### src/rtl/regfile_writeback.sv
// Register-file writeback initiator: arbitrates multdiv and ALU results onto one write port.
// Optional macro REGFILE_WRITEBACK_FORWARD_EN adds combinational write-to-read forwarding.
module regfile_writeback #(
  parameter int DEPTH = 4,
  parameter int AW    = 2
) (
  input  logic        clock,
  input  logic        ctrl_reset,
  // alu_valid/alu_stall: a result transfers on an edge where alu_valid=1 and
  // alu_stall=0; while alu_stall=1 upstream holds alu_rd/alu_data stable.
  input  logic        alu_valid,
  input  logic [4:0]  alu_rd,
  input  logic [31:0] alu_data,
  output logic        alu_stall,
  input  logic        md_issue,
  input  logic [4:0]  md_issue_rd,
  input  logic        md_ready,
  input  logic [31:0] md_data,
  output logic        md_busy,
  output logic        md_issue_err,
  output logic [31:0] busy_mask,
`ifdef REGFILE_WRITEBACK_FORWARD_EN
  input  logic [4:0]  ctrl_readRegA,
  input  logic [4:0]  ctrl_readRegB,
  input  logic [31:0] data_regA_in,
  input  logic [31:0] data_regB_in,
  output logic [31:0] data_fwdA,
  output logic [31:0] data_fwdB,
`endif
  output logic        ctrl_writeEnable,
  output logic [4:0]  ctrl_writeReg,
  output logic [31:0] data_writeReg
);

  logic [4:0]    fifo_rd   [DEPTH];
  logic [31:0]   fifo_data [DEPTH];
  logic [AW-1:0] wr_ptr, rd_ptr;
  logic [AW:0]   count;
  logic [4:0]    md_rd;

  logic        md_win, md_write, alu_ok, pop, push, direct, md_accept;
  logic [31:0] busy_mask_nxt;

  assign alu_stall = (count == (AW+1)'(DEPTH));

  always_comb begin
    md_win    = md_ready && md_busy;
    // An r0 multdiv result still retires the op, but never reaches the write port.
    md_write  = md_win && (md_rd != 5'd0);
    alu_ok    = alu_valid && !alu_stall && (alu_rd != 5'd0);
    pop       = !md_write && (count != '0);
    direct    = !md_write && (count == '0) && alu_ok;
    push      = alu_ok && !direct;
    md_accept = md_issue && (!md_busy || md_ready);
    busy_mask_nxt = busy_mask;
    if (md_win) busy_mask_nxt[md_rd] = 1'b0;
    if (md_accept && (md_issue_rd != 5'd0)) busy_mask_nxt[md_issue_rd] = 1'b1;
  end

  always_ff @(posedge clock) begin
    if (push) begin
      fifo_rd[wr_ptr]   <= alu_rd;
      fifo_data[wr_ptr] <= alu_data;
    end
  end

  always_ff @(posedge clock) begin
    if (ctrl_reset) begin
      wr_ptr           <= '0;
      rd_ptr           <= '0;
      count            <= '0;
      md_busy          <= 1'b0;
      md_rd            <= 5'd0;
      busy_mask        <= 32'd0;
      md_issue_err     <= 1'b0;
      ctrl_writeEnable <= 1'b0;
      ctrl_writeReg    <= 5'd0;
      data_writeReg    <= 32'd0;
    end else begin
      if (push) wr_ptr <= wr_ptr + AW'(1);
      if (pop)  rd_ptr <= rd_ptr + AW'(1);
      if (push && !pop)      count <= count + (AW+1)'(1);
      else if (pop && !push) count <= count - (AW+1)'(1);

      if (md_accept) begin
        md_busy <= 1'b1;
        md_rd   <= md_issue_rd;
      end else if (md_win) begin
        md_busy <= 1'b0;
      end
      busy_mask    <= busy_mask_nxt;
      md_issue_err <= md_issue && md_busy && !md_ready;

      if (md_write) begin
        ctrl_writeEnable <= 1'b1;
        ctrl_writeReg    <= md_rd;
        data_writeReg    <= md_data;
      end else if (pop) begin
        ctrl_writeEnable <= 1'b1;
        ctrl_writeReg    <= fifo_rd[rd_ptr];
        data_writeReg    <= fifo_data[rd_ptr];
      end else if (direct) begin
        ctrl_writeEnable <= 1'b1;
        ctrl_writeReg    <= alu_rd;
        data_writeReg    <= alu_data;
      end else begin
        ctrl_writeEnable <= 1'b0;
      end
    end
  end

`ifdef REGFILE_WRITEBACK_FORWARD_EN
  assign data_fwdA = (ctrl_writeEnable && ctrl_writeReg == ctrl_readRegA && ctrl_readRegA != 5'd0)
                     ? data_writeReg : data_regA_in;
  assign data_fwdB = (ctrl_writeEnable && ctrl_writeReg == ctrl_readRegB && ctrl_readRegB != 5'd0)
                     ? data_writeReg : data_regB_in;
`endif

endmodule

### config.mk
export PLATFORM = sky130hd
export DESIGN_NAME = regfile_writeback
export DESIGN_NICKNAME = d
export VERILOG_FILES = /design/src/rtl/regfile_writeback.sv
export SDC_FILE = /design/constraint.sdc
export NUM_CORES = 1
export LEC_CHECK = 0
export ABC_AREA = 1
export BUFFER_PORTS_ARGS = -buffer_cell sky130_fd_sc_hd__buf_2
export CAP_MARGIN = 20
export CORE_ASPECT_RATIO = 0.8
export CORE_UTILIZATION = 50
export CTS_BUF_LIST = sky130_fd_sc_hd__clkbuf_4 sky130_fd_sc_hd__clkbuf_8
export CTS_CLUSTER_DIAMETER = 150
export DETAILED_ROUTE_END_ITERATION = 10
export PLACE_DENSITY = 0.71
export RECOVER_POWER = 25
export SETUP_SLACK_MARGIN = 0.15
export SLEW_MARGIN = 20
export SYNTH_ARGS = -nofsm -noshare
export SYNTH_HDL_FRONTEND = slang
export SYNTH_SLANG_ARGS = --single-unit
### constraint.sdc
create_clock -name clock -period 7.1 [get_ports clock]
set_clock_uncertainty 0.15 [all_clocks]
set_input_delay 0.355 -clock clock [delete_from_list [all_inputs] [get_ports clock]]
set_output_delay 0.355 -clock clock [all_outputs]
set_load 0.05 [all_outputs]
# After elaboration in Yosys (flattened, before gate mapping)
# Memories as Yosys holds them, arrays and structs flattened. A register that Yosys moved wholly into a read port is not among the register bits.
# Cells that the tools add are included.
# word_totals
ram_bits,148
n_memories,2
reg_bits,84
wordCells,81
# op_classes
muxes,25
addsub,4
n_eq_ne,1
bitwise,3
reduce_logical,32
magnitude_cmp,4
# mem_list
memory,depth,width,rd,rd_clocked_by_memory_dff,write_ports,line,text
fifo_data,4,32,1,1,1,36,logic [31:0] fifo_data [DEPTH];
fifo_rd,4,5,1,1,1,35,logic [4:0] fifo_rd [DEPTH];
# op_table
op,count
$mux W32,5
$and A32 B32 Y32,1
$not A32 Y32,1
$or A32 B32 Y32,1
$logic_and A1 B1 Y1,16
$mux W5,3
$reduce_bool A5 Y1,3
$lt A5 B6 Y1 const B,2
$demux W1 S5,2
$ge A5 B1 Y1 const B,2
$mux W1,9
$mux W2,4
$logic_not A1 Y1,7
$mux W3,2
$reduce_bool A3 Y1,2
$add A2 B1 Y2 const B,2
$reduce_bool A2 Y1,2
$add A3 B1 Y3 const B,1
$eq A3 B3 Y1 const B,1
$logic_not A3 Y1,1
$sub A3 B1 Y3 const B,1
$logic_or A1 B1 Y1,1

# Depth between registers and ports, before layout
# Gate-level depths: netlist of the first run.
# logic_depth
depth_word,11
ltp_mapped,14
depth_no_buf,13

# Worst setup path before layout of the first run
# Ideal clock, no wire load.
# synth_path
kind,flip-flop to flip-flop
startpoint,reg md_busy
endpoint,"mem fifo_data[0][0], enable pin"
required_ns,6.519
path_stages_with_launch,7
path_slack_ns,3.713
t_arrival_ns,2.806
path_buffers,0
setup_time_ns,0.431
period_less_slack_ns,3.387
cell_sequence,dfxtp_1 -> nand2_1 -> inv_1 -> nand2_4 -> nand2_1 -> nand2_1 -> nor2_1
# synth_between
elab_chain_len,9
# synth_lines
item,line,text
"start, declared",19,"output logic md_busy,"
"start signal, assigned",72,md_busy <= 1'b0;
"start signal, assigned",86,md_busy <= 1'b1;
"start signal, assigned",89,md_busy <= 1'b0;
$logic_and A1 B1 Y1,47,md_win = md_ready && md_busy;
$logic_and A1 B1 Y1,49,md_write = md_win && (md_rd != 5'd0);
$logic_not A1 Y1,52,direct = !md_write && (count == '0) && alu_ok;
$logic_and A1 B1 Y1 (2 in series),52,
$logic_not A1 Y1,53,push = alu_ok && !direct;
$logic_and A1 B1 Y1,53,
$mux W1,61,if (push) begin
$mux W1 (implied by the code),63,fifo_data[wr_ptr] <= alu_data;
"end, declared",36,
# Every way passes these cells.

# Final worst setup path of the first run
# layout_path
startpoint,reg count[0]
endpoint,reg count[2]
# layout_between
elab_chain_len,10
# layout_lines
item,line,text
"start, declared",38,logic [AW:0] count;
"start signal, assigned",82,if (push && !pop) count <= count + (AW+1)'(1);
"start signal, assigned",83,else if (pop && !push) count <= count - (AW+1)'(1);
$eq A3 B3 Y1,44,assign alu_stall = (count == (AW+1)'(DEPTH));
$logic_not A1 Y1,50,alu_ok = alu_valid && !alu_stall && (alu_rd != 5'd0);
$logic_and A1 B1 Y1 (2 in series),50,
$logic_and A1 B1 Y1,52,
$logic_not A1 Y1,53,
$logic_and A1 B1 Y1,53,
$logic_not A1 Y1,83,
$logic_and A1 B1 Y1,83,
$reduce_bool A2 Y1 (no line),n/a,
# Several ways; a longest one is shown, not always the timed one. The select of a mux whose other input is x is not followed.
# A chain may end at the register's enable or synchronous reset.

==> results of run 1 <==
[layer usage]
metal | track usage [%] | part of all wire, % | vias to the layer above
li1 | - | - | 4649
met1 | 32.78 | 48 | 4187
met2 | 37.73 | 45 | 278
met3 | 4.161 | 6.1 | 32
met4 | 6.371 | 1.4 | 0
met5 | 0 | 0 | -
[through the flow]
stage,cell area (um2),setup WS (ns),power (W),hold slack (ns)
floorplan,10960,3.713,0.003402,0.3039
global placement,11740,3.465,0.003798,0.3007
detailed placement,11840,3.424,0.003854,0.2970
CTS,13380,3.429,0.005095,0.005847
global route,13340,3.042,0.005396,0.02705
finish,13340,3.463,0.005057,0.01686
[final cells by class]
type / count / area [um2] / area share [%]
Tap cell: 275 / 344.1 / 2.579
Clock buffer: 65 / 763.2 / 5.720
Clock inverter: 8 / 42.54 / 0.3188
Inverter: 226 / 848.3 / 6.358
Timing Repair Buffer: 233 / 1582 / 11.85
Sequential cell: 234 / 6168 / 46.23
Multi-Input combinational cell: 806 / 3595 / 26.94
[kinds of logic after synthesis]
group	share of synthesized area [%]
AOI/OAI and AO/OA	2.797
buffers and inverters	11.25
adders and majority gates	0.7533
and+or+nand+nor	28.87
DFF	56.25
xor gates and xnor gates	0.07991
[flip-flops by register name, summed over array words and instances, names as in the netlist, 2 cells and up, named ones only]
signal and cells:
ctrl_writeReg 5, rd_ptr 2, wr_ptr 2, md_rd 5, count 3, busy_mask 32, fifo_rd 20, data_writeReg 32
fifo_data 128
[final timing paths]
check | cells past startpoint | to
worst max-delay path | 12 | count[2]$_SDFFE_PP0P_
worst min-delay path | 5 | data_writeReg[29]$_SDFFE_PP0P_
worst max register to register | 12 | count[2]$_SDFFE_PP0P_
worst min register to register | 2 | busy_mask[0]$_SDFF_PP0_
[power by group]
| group | total [W] | internal (W) | switching (W) |
|---|---|---|---|
| Sequential | 0.00183 | 0.00170 | 0.000128 |
| Clock | 0.00121 | 0.000679 | 0.000531 |
| Combinational | 0.00202 | 0.000581 | 0.00144 |
[critical path: cells and delay by family (launching register included)]
kind,cells,cell delay [ns]
AND/OR/NAND/NOR,3,1.23
flip-flops,1,0.35
AO/OA/AOI/OAI,4,0.46
buffers and inverters,3,0.77
adder cells (fa/ha/maj),2,0.55
[placed cells by master (no fill, tap or decap), types with 3 or more instances in the layout]
cell type / synthesis / layout
a21oi_1: 44 / 44
buf_2: 38 / 119
buf_4: 7 / 4
clkbuf_1: 14 / 32
clkbuf_4: 0 / 21
clkbuf_8: 0 / 44
clkinv_1: 1 / 5
clkinvlp_4: 0 / 3
dfxtp_1: 86 / 84
dlygate4sd3_1: 0 / 74
edfxtp_1: 148 / 148
ha_1: 5 / 5
inv_1: 219 / 218
inv_2: 6 / 7
nand2_1: 406 / 405
nand3_1: 178 / 178
nand4_1: 38 / 38
nor2_1: 98 / 94
nor2_4: 1 / 5
nor3_1: 8 / 8
o21ai_0: 16 / 16
==> impl_metrics.yaml, run 1 <==
timing:
  fin_crit_ns: 3.637
  tns_ns: 0
  max_freq_mhz: 275.0
  finalHoldViolCount: 0
  finalSetupViolations: 0
  fin_crit_sh_pct: 51.22
  maxSlewViolCount: 0
  slew_headroom_pct: 25.97
  tightestPinTransition_ns: 1.110
  grt_setup_unrepaired: "false"
layout:
  syn_to_final_growth_pct: 21.72
  utilization_pct: 61.88
  nNetsFinal: 1626
  num_antenna_cells: 0
  fin_cells: 1847
  fill_cells: 1829
  drive_above_1_share_pct: 13.87
synth:
  synth.avg_cell_area_um2: 8.205
  synth_area_leaders: "edfxtp_1 41%, dfxtp_1 16%, nand2_1 14%"
  yosysTopAreaCell: "edfxtp_1"
  yosysUniqueCellTypes: 30
  ys_seq_elements: 234
  ys.flop_type: "edfxtp_1"
  netlist.area_leader.share_pct: 40.54
  yosysWarnings: 0
  synth_commonest_cells: "406 x nand2_1, 219 x inv_1, 178 x nand3_1"
  seq_area_frac_synth_pct: 56.25
  syn-cell-area_um2: 10960
  syn_nets: 1421
  ys_async_sr_fraction_pct: 0
  yosysMostFrequentCell: "nand2_1"
  synth_edf_count: 148
  synth_cells: 1336
worst_setup_path:
  crit_path_end_kind: "register"
  critPathArrivalTime_ns: 3.90
  cp_slowest_cell: "nor2_8"
  critPathMaxStageDelay_ns: 0.81
  r2r_slack_ns: 3.46
  start_kind: "register"
  reg2reg_from: "count[0]$_SDFFE_PP0P_"
  worstPathRequired_ns: 7.37
  criticalPathCategory: "register to register"
  critPathMaxFanout: 78
  crit_path_start: "count[0]$_SDFFE_PP0P_"
  path_cells: "nor2_2 > inv_2 > nor2_8 > inv_2 > nand2_2 > ha_1 > inv_1 > fa_1 > a21oi_1 > o21ai_0 > o21ai_0 > a21oi_1"
floorplanning:
  core_area_um2: 21560
  die_w_um: 167.5
  num_io_pins: 152
  initial_core_util_pct: 50.84
  die_y_um: 134.4
  row_count: 48
  dieArea_um2: 22520
drt:
  via_per_inst: 4.952
  antenna_left: 0
  vias: 9146
  drt-pass1-iter-count: 7
  routedWlPerCell_um: 14.27
  wl_mm: 26.35
  drc: 0
  drt_iter0_markers: 665
hold_path:
  hp-start: "md_data[29]"
  hold_class: "primary input to register"
flow_run:
  max_cap_violations: 0
clock_tree:
  ctsResizeCount: 0
  cts_made_buffers: 40
  htreeDepth: 2
  clkTransAtPathRegs_ns: 0.06
  clkLatencyLatePin_ns: 0.53
  cts_tree: "built"
  cts.sinks: 234
  cts_buffer_depth: 3
  hold_buffers: 74
  cts_root_buf: "clkbuf_8"
  cts_setup_buffers: 0
pwr:
  power.density_nw_per_um2: 379.0
  ir_drop_mv: 0.2549
  p_leak_nw: 6.286
grt:
  grtUsageTotal_pct: 23.47
  grt_pass1_vias: 8561
  grt_pass1_wl_mm: 42.37
  grt-ovfl-total: 0
  antenna_found_initial: 0
  grt_max_degree: 86
status:
  status: "finished, final reports clean"
placement:
  gp_congestion: 0.8208
  hpwlAfterDp_mm: 15.88
  port_buffers: 151
  dp_cells: 1700
No activity file was read; power rests on OpenSTA's default activity.
==> run 2, diff against run 1 <==
- ABC_AREA: 1 -> 0
- PLACE_DENSITY: 0.71 -> 0.72
- clock period: 7.1 -> 3.5 ns (I/O delays scaled with it)
==> run 2 against run 1 <==
- register-to-register slack worse by 2.8 ns
- combinational power is 50% higher
- critical path type unchanged
- die area is 13% lower
- critical path depth is 8 lower
- sequential share of layout area grew 5.2 points
- core utilization is 3.3 points higher
- setup slack worse by 2.8 ns
- non-clock buffer count grew 13
- maximum frequency grew 29%
==> impl_metrics.yaml, run 2 <==
status:
  status: "finished, final reports clean"
drt:
  wl_mm: 23.94
  routedWlPerCell_um: 19.69
  drc: 0
  drt_iter0_markers: 667
  antenna_left: 0
  via_per_inst: 5.686
  vias: 6914
  drt-pass1-iter-count: 8
timing:
  max_freq_mhz: 354.3
  slew_headroom_pct: 33.34
  hold_ws_ns: 0.03361
  fin_crit_sh_pct: 80.63
  grt_setup_unrepaired: "false"
  maxSlewViolCount: 0
  tightestPinTransition_ns: 0.9999
  fin_crit_ns: 2.822
  tns_ns: 0
  finalSetupViolations: 0
  finalHoldViolCount: 0
synth:
  ys_async_sr_fraction_pct: 0
  synth.avg_cell_area_um2: 13.65
  ys_seq_elements: 234
  netlist.area_leader.share_pct: 46.59
  syn-cell-area_um2: 9539
  synth_area_leaders: "edfxtp_1 47%, dfxtp_1 18%, mux4_2 8.7%"
  synth_cells: 699
  yosysTopAreaCell: "edfxtp_1"
  ys.flop_type: "edfxtp_1"
  yosysUniqueCellTypes: 51
  synth_commonest_cells: "148 x edfxtp_1, 97 x nand2_1, 86 x dfxtp_1"
  synth_edf_count: 148
  syn_nets: 784
  yosysMostFrequentCell: "edfxtp_1"
  yosysWarnings: 0
  seq_area_frac_synth_pct: 64.64
layout:
  syn_to_final_growth_pct: 25.68
  fin_area_um2: 11990
  largest_register: "fifo_data"
  layout_commonest_cell: "edfxtp_1"
  layout_common_cells: "148 x edfxtp_1, 120 x buf_2, 97 x nand2_1"
  drive_above_1_share_pct: 26.17
  nNetsFinal: 1019
  num_antenna_cells: 0
  utilization_pct: 65.20
  reg_top3: "fifo_data x128, busy_mask x32, data_writeReg x32"
  largest_reg_flops: 128
floorplanning:
  die_w_um: 156.4
  die_y_um: 125.5
  num_io_pins: 152
  dieArea_um2: 19640
  initial_core_util_pct: 51.88
  row_count: 44
  core_area_um2: 18390
worst_setup_path:
  reg2reg_depth: 4
  critPathMaxFanout: 37
  worstPathRequired_ns: 3.50
  criticalPathCategory: "register to register"
  r2r_end: "fifo_data[2][7]$_DFFE_PP_"
  crit_path_end_kind: "register"
  critPathArrivalTime_ns: 2.82
  crit_path_start: "md_rd[0]$_SDFFE_PP0P_"
  endpoint: "fifo_data[2][7]$_DFFE_PP_"
  start_kind: "register"
  reg2reg_from: "md_rd[0]$_SDFFE_PP0P_"
  r2r_slack_ns: 0.68
clock_tree:
  cts_tree: "built"
  htreeDepth: 2
  cts_made_buffers: 37
  cts_buffer_depth: 3
  clkLatencyLatePin_ns: 0.52
  cts_setup_buffers: 0
  clkTransAtPathRegs_ns: 0.06
  cts.sinks: 234
  cts_root_buf: "clkbuf_8"
grt:
  grt_pass1_wl_mm: 36.51
  grtUsageTotal_pct: 24.52
  grt-ovfl-total: 0
  grt_max_degree: 46
  antenna_found_initial: 0
  grt_pass1_vias: 7067
pwr:
  power.density_nw_per_um2: 742.3
  p_leak_nw: 4.457
  ir_drop_mv: 0.2890
placement:
  hpwlAfterDp_mm: 14.50
  gp_congestion: 0.8486
  port_buffers: 151
  place_area_um2: 10530
flow_run:
  max_cap_violations: 0
hold_path:
  hold_class: "primary input to register"
-- run 2: final cells by class --
type | count | area, um2
Clock buffer | 48 | 604.3
Clock inverter | 20 | 113.9
Fill cell | 1388 | 6399
Inverter | 5 | 18.77
Multi-Input combinational cell | 410 | 3117
Sequential cell | 234 | 6168
Tap cell | 253 | 316.6
Timing Repair Buffer | 246 | 1650
-- run 2: repair_timing --
action / 4_1_cts / 5_1_grt
hold buffers: 78 / 0
hold endpoints to repair: 216 / 0
gates resized for setup: 0 / 0
-- run 2: metrics by stage --
| step | instances | setup slack, ns | power, W |
|---|---|---|---|
| after floorplan | 699 | 0.5118 | 0.005857 |
| after global placement | 1070 | 0.8869 | 0.006543 |
| after detailed placement | 1070 | 0.7490 | 0.006627 |
| after CTS | 1216 | 0.7300 | 0.008941 |
| after global routing | 1216 | 0.5562 | 0.009302 |
| final | 1216 | 0.6778 | 0.008900 |
-- run 2: worst max-delay path: stages (launching register included) --
cell and delay (ns):
dfxtp_1 0.57, nor4_1 0.15, a21oi_1 0.76, and3_2 0.32
buf_4 0.48
-- run 2: power by group --
group          internal [W]  switching [W]  leakage [nW]
logic               0.00112        0.00189          2.04
clock network       0.00121        0.00105         0.372
registers           0.00335       0.000276          2.05
total               0.00568        0.00322          4.46
-- run 2: worst min-delay path by stage --
stage | depth (start not counted) | from | endpoint | slack, ns
2_1_floorplan | 0 | alu_data[0] | fifo_data[0][0]$_DFFE_PP_ | 0.12
3_3_place_gp | 1 | alu_data[19] | fifo_data[0][19]$_DFFE_PP_ | 0.26
3_5_place_dp | 1 | alu_data[12] | fifo_data[1][12]$_DFFE_PP_ | 0.27
4_1_cts | 4 | alu_valid | wr_ptr[0]$_SDFFE_PP0P_ | 0.009
5_1_grt | 4 | alu_valid | wr_ptr[0]$_SDFFE_PP0P_ | 0.02
6_report | 4 | alu_valid | wr_ptr[0]$_SDFFE_PP0P_ | 0.03
-- run 2: metal layers --
layer	share of wire, %	vias to the layer above	wire length (um)	global-route usage (%)
li1	-	3120	-	-
met1	41	3400	9766	31.11
met2	49	325	11690	40.91
met3	7.1	69	1710	4.541
met4	3.2	0	772	11.25
met5	0	-	0	0
-- run 2: cells by family after synthesis --
family,after synthesis,share of synthesized area [%]
flops,234,64.64
simple gates,233,12.85
compound gates,125,9.129
buf+inv,55,2.873
mux,43,9.365
fa+ha+maj,6,0.8657
xor+xnor,3,0.2755
==> run 3, diff against run 2 <==
- clock period: 3.5 -> 2.9 ns (I/O delays scaled with it)
==> run 3 against run 2 <==
- final cell count is 0.74% higher
- first-iteration DRC count is 19% lower
- total power up 22%
- global-route usage shrank 0.60 points
- critical endpoint is now count[2]$_SDFFE_PP0P_
- core utilization is 0.76 points higher
- sequential power increased by 19%
- register-to-register slack worse by 0.42 ns
- critical path depth up 5
- clock power rose by 21%
- clock-buffer cell count grew 11
- critical path type unchanged
- final area rose by 1.2%
==> impl_metrics.yaml, run 3 (same netlist as run 2, synthesis figures left out) <==
status:
  status: "finished, final reports clean"
layout:
  register_area_um2: 6170
  multi_input_area_um2: 3118
  nNetsFinal: 1027
  fill_cells: 1345
  reg_top3: "fifo_data x128, busy_mask x32, data_writeReg x32"
  largest_register: "fifo_data"
  utilization_pct: 65.96
  layout_commonest_cell: "edfxtp_1"
  drive_above_1_share_pct: 27.81
  layout_common_cells: "148 x edfxtp_1, 120 x buf_2, 97 x nand2_1"
  largest_reg_flops: 128
  syn_to_final_growth_pct: 27.14
  fin_area_um2: 12130
clock_tree:
  clkLatencyLatePin_ns: 0.51
  cts.sinks: 234
  htreeDepth: 2
  cts_tree: "built"
  cts_made_buffers: 37
  clkTransAtPathRegs_ns: 0.07
  cts_buffer_depth: 3
  cts_root_buf: "clkbuf_8"
drt:
  vias: 6795
  via_per_inst: 5.547
  drc: 0
  wl_mm: 22.79
  antenna_left: 0
  drt_iter0_markers: 538
  drt-pass1-iter-count: 5
  routedWlPerCell_um: 18.60
pwr:
  totalPowerFinal_w: 0.01082
  ir_drop_mv: 0.3997
  power.density_nw_per_um2: 892.6
  p_leak_nw: 4.543
grt:
  grtUsageTotal_pct: 23.92
  grt_pass1_wl_mm: 36.07
  grt_pass1_vias: 7063
  antenna_found_initial: 1
  grt-ovfl-total: 0
  grt_max_degree: 44
worst_setup_path:
  reg2reg_from: "md_rd[2]$_SDFFE_PP0P_"
  r2r_end: "count[2]$_SDFFE_PP0P_"
  cp_slowest_cell: "dfxtp_1"
  critPathMaxFanout: 11
  critPathMaxStageDelay_ns: 0.54
  start_kind: "register"
  critPathArrivalTime_ns: 2.94
  path_cells: "nor4_1 > a21o_1 > nor2_1 > ha_1 > inv_1 > fa_1 > xor2_1 > or3_1 > a21oi_1"
  reg2reg_depth: 9
  crit_path_start: "md_rd[2]$_SDFFE_PP0P_"
  endpoint: "count[2]$_SDFFE_PP0P_"
  crit_path_end_kind: "register"
  criticalPathCategory: "register to register"
  worstPathRequired_ns: 3.19
  r2r_slack_ns: 0.26
floorplanning:
  core_area_um2: 18390
  initial_core_util_pct: 51.88
  num_io_pins: 152
  die_w_um: 156.4
  dieArea_um2: 19640
  row_count: 44
  die_y_um: 125.5
timing:
  maxSlewViolCount: 0
  finalSetupViolations: 0
  tns_ns: 0
  slew_headroom_pct: 36.80
  grt_setup_unrepaired: "false"
  max_freq_mhz: 378.3
  finalHoldViolCount: 0
  fin_crit_ns: 2.643
  tightestPinTransition_ns: 0.9480
  fin_crit_sh_pct: 91.15
hold_path:
  hp-start: "alu_valid"
  hold_class: "primary input to register"
flow_run:
  max_cap_violations: 0
placement:
  place_area_um2: 10640
  port_buffers: 151
  hpwlAfterDp_mm: 14.21
  gp_congestion: 0.8323
==> run 3: cell count changes in the layout (fill, tap and decap cells not counted), sizes merged <==
cell      change
buf           +8
diode         +1
bufinv        -1
clkinv        -9
clkinvlp      -1
clkbuf       +11
==> run 3: layout make-up <==
cell class	count	area share [%]
clock buffer	59	5.767
antenna	1	0.02063
multi-input combinational	410	25.71
clock inverter	9	0.3508
inverter	5	0.1548
timing repair buffer	254	14.52
tap	253	2.610
sequential	234	50.87
==> run 3: metal layers <==
metal | global-route usage [%] | vias to the layer above | wire, um
li1 | - | 3146 | -
met1 | 31.00 | 3325 | 9421
met2 | 40.39 | 284 | 11320
met3 | 4.541 | 40 | 1660
met4 | 8.247 | 0 | 385
met5 | 0 | - | 0
==> run 3: critical path: cells and delay by family (launching register included) <==
kind                     cells  cell delay, ns
AO/OA/AOI/OAI                2            0.43
XOR/XNOR                     1            0.19
adder cells (fa/ha/maj)      2            0.59
buffers and inverters        1            0.07
flip-flops                   1            0.54
AND/OR/NAND/NOR              3            0.62
==> run 3: worst min path at each step <==
| stage | to | slack [ns] | cells after the start |
|---|---|---|---|
| 6_report | wr_ptr[1]$_SDFFE_PP0P_ | 0.03 | 4 |
| 3_5_place_dp | fifo_data[2][3]$_DFFE_PP_ | 0.23 | 1 |
| 5_1_grt | ctrl_writeReg[2]$_SDFFE_PP0P_ | 0.05 | 4 |
| 4_1_cts | wr_ptr[1]$_SDFFE_PP0P_ | 0.002 | 4 |
| 2_1_floorplan | fifo_data[0][0]$_DFFE_PP_ | 0.09 | 0 |
| 3_3_place_gp | fifo_data[2][1]$_DFFE_PP_ | 0.23 | 1 |
==> run 3: power breakdown <==
part           total [W]  internal (W)  switching [W]
clock network    0.00274       0.00153        0.00121
registers        0.00432       0.00404       0.000284
logic            0.00376       0.00143        0.00233
total             0.0108       0.00700        0.00383
==> run 3: through the flow <==
stage                     setup WS, ns  std cells  hold WS, ns
after floorplan                 0.2667        699      0.09387
after global routing            0.1587       1225      0.05453
after detailed placement        0.2987       1078       0.2349
after CTS                       0.2791       1224     0.001581
final                           0.2567       1225      0.02996
after global placement          0.4695       1078       0.2262
==> run 3: repair_timing <==
| item | 4_1_cts | 5_1_grt |
|---|---|---|
| endpoints found under the setup margin | 0 | 2 |
| gates resized for setup | 0 | 2 |
| setup buffers | 0 | 0 |
| endpoints found under the hold margin | 225 | 0 |
| hold buffers | 78 | 0 |
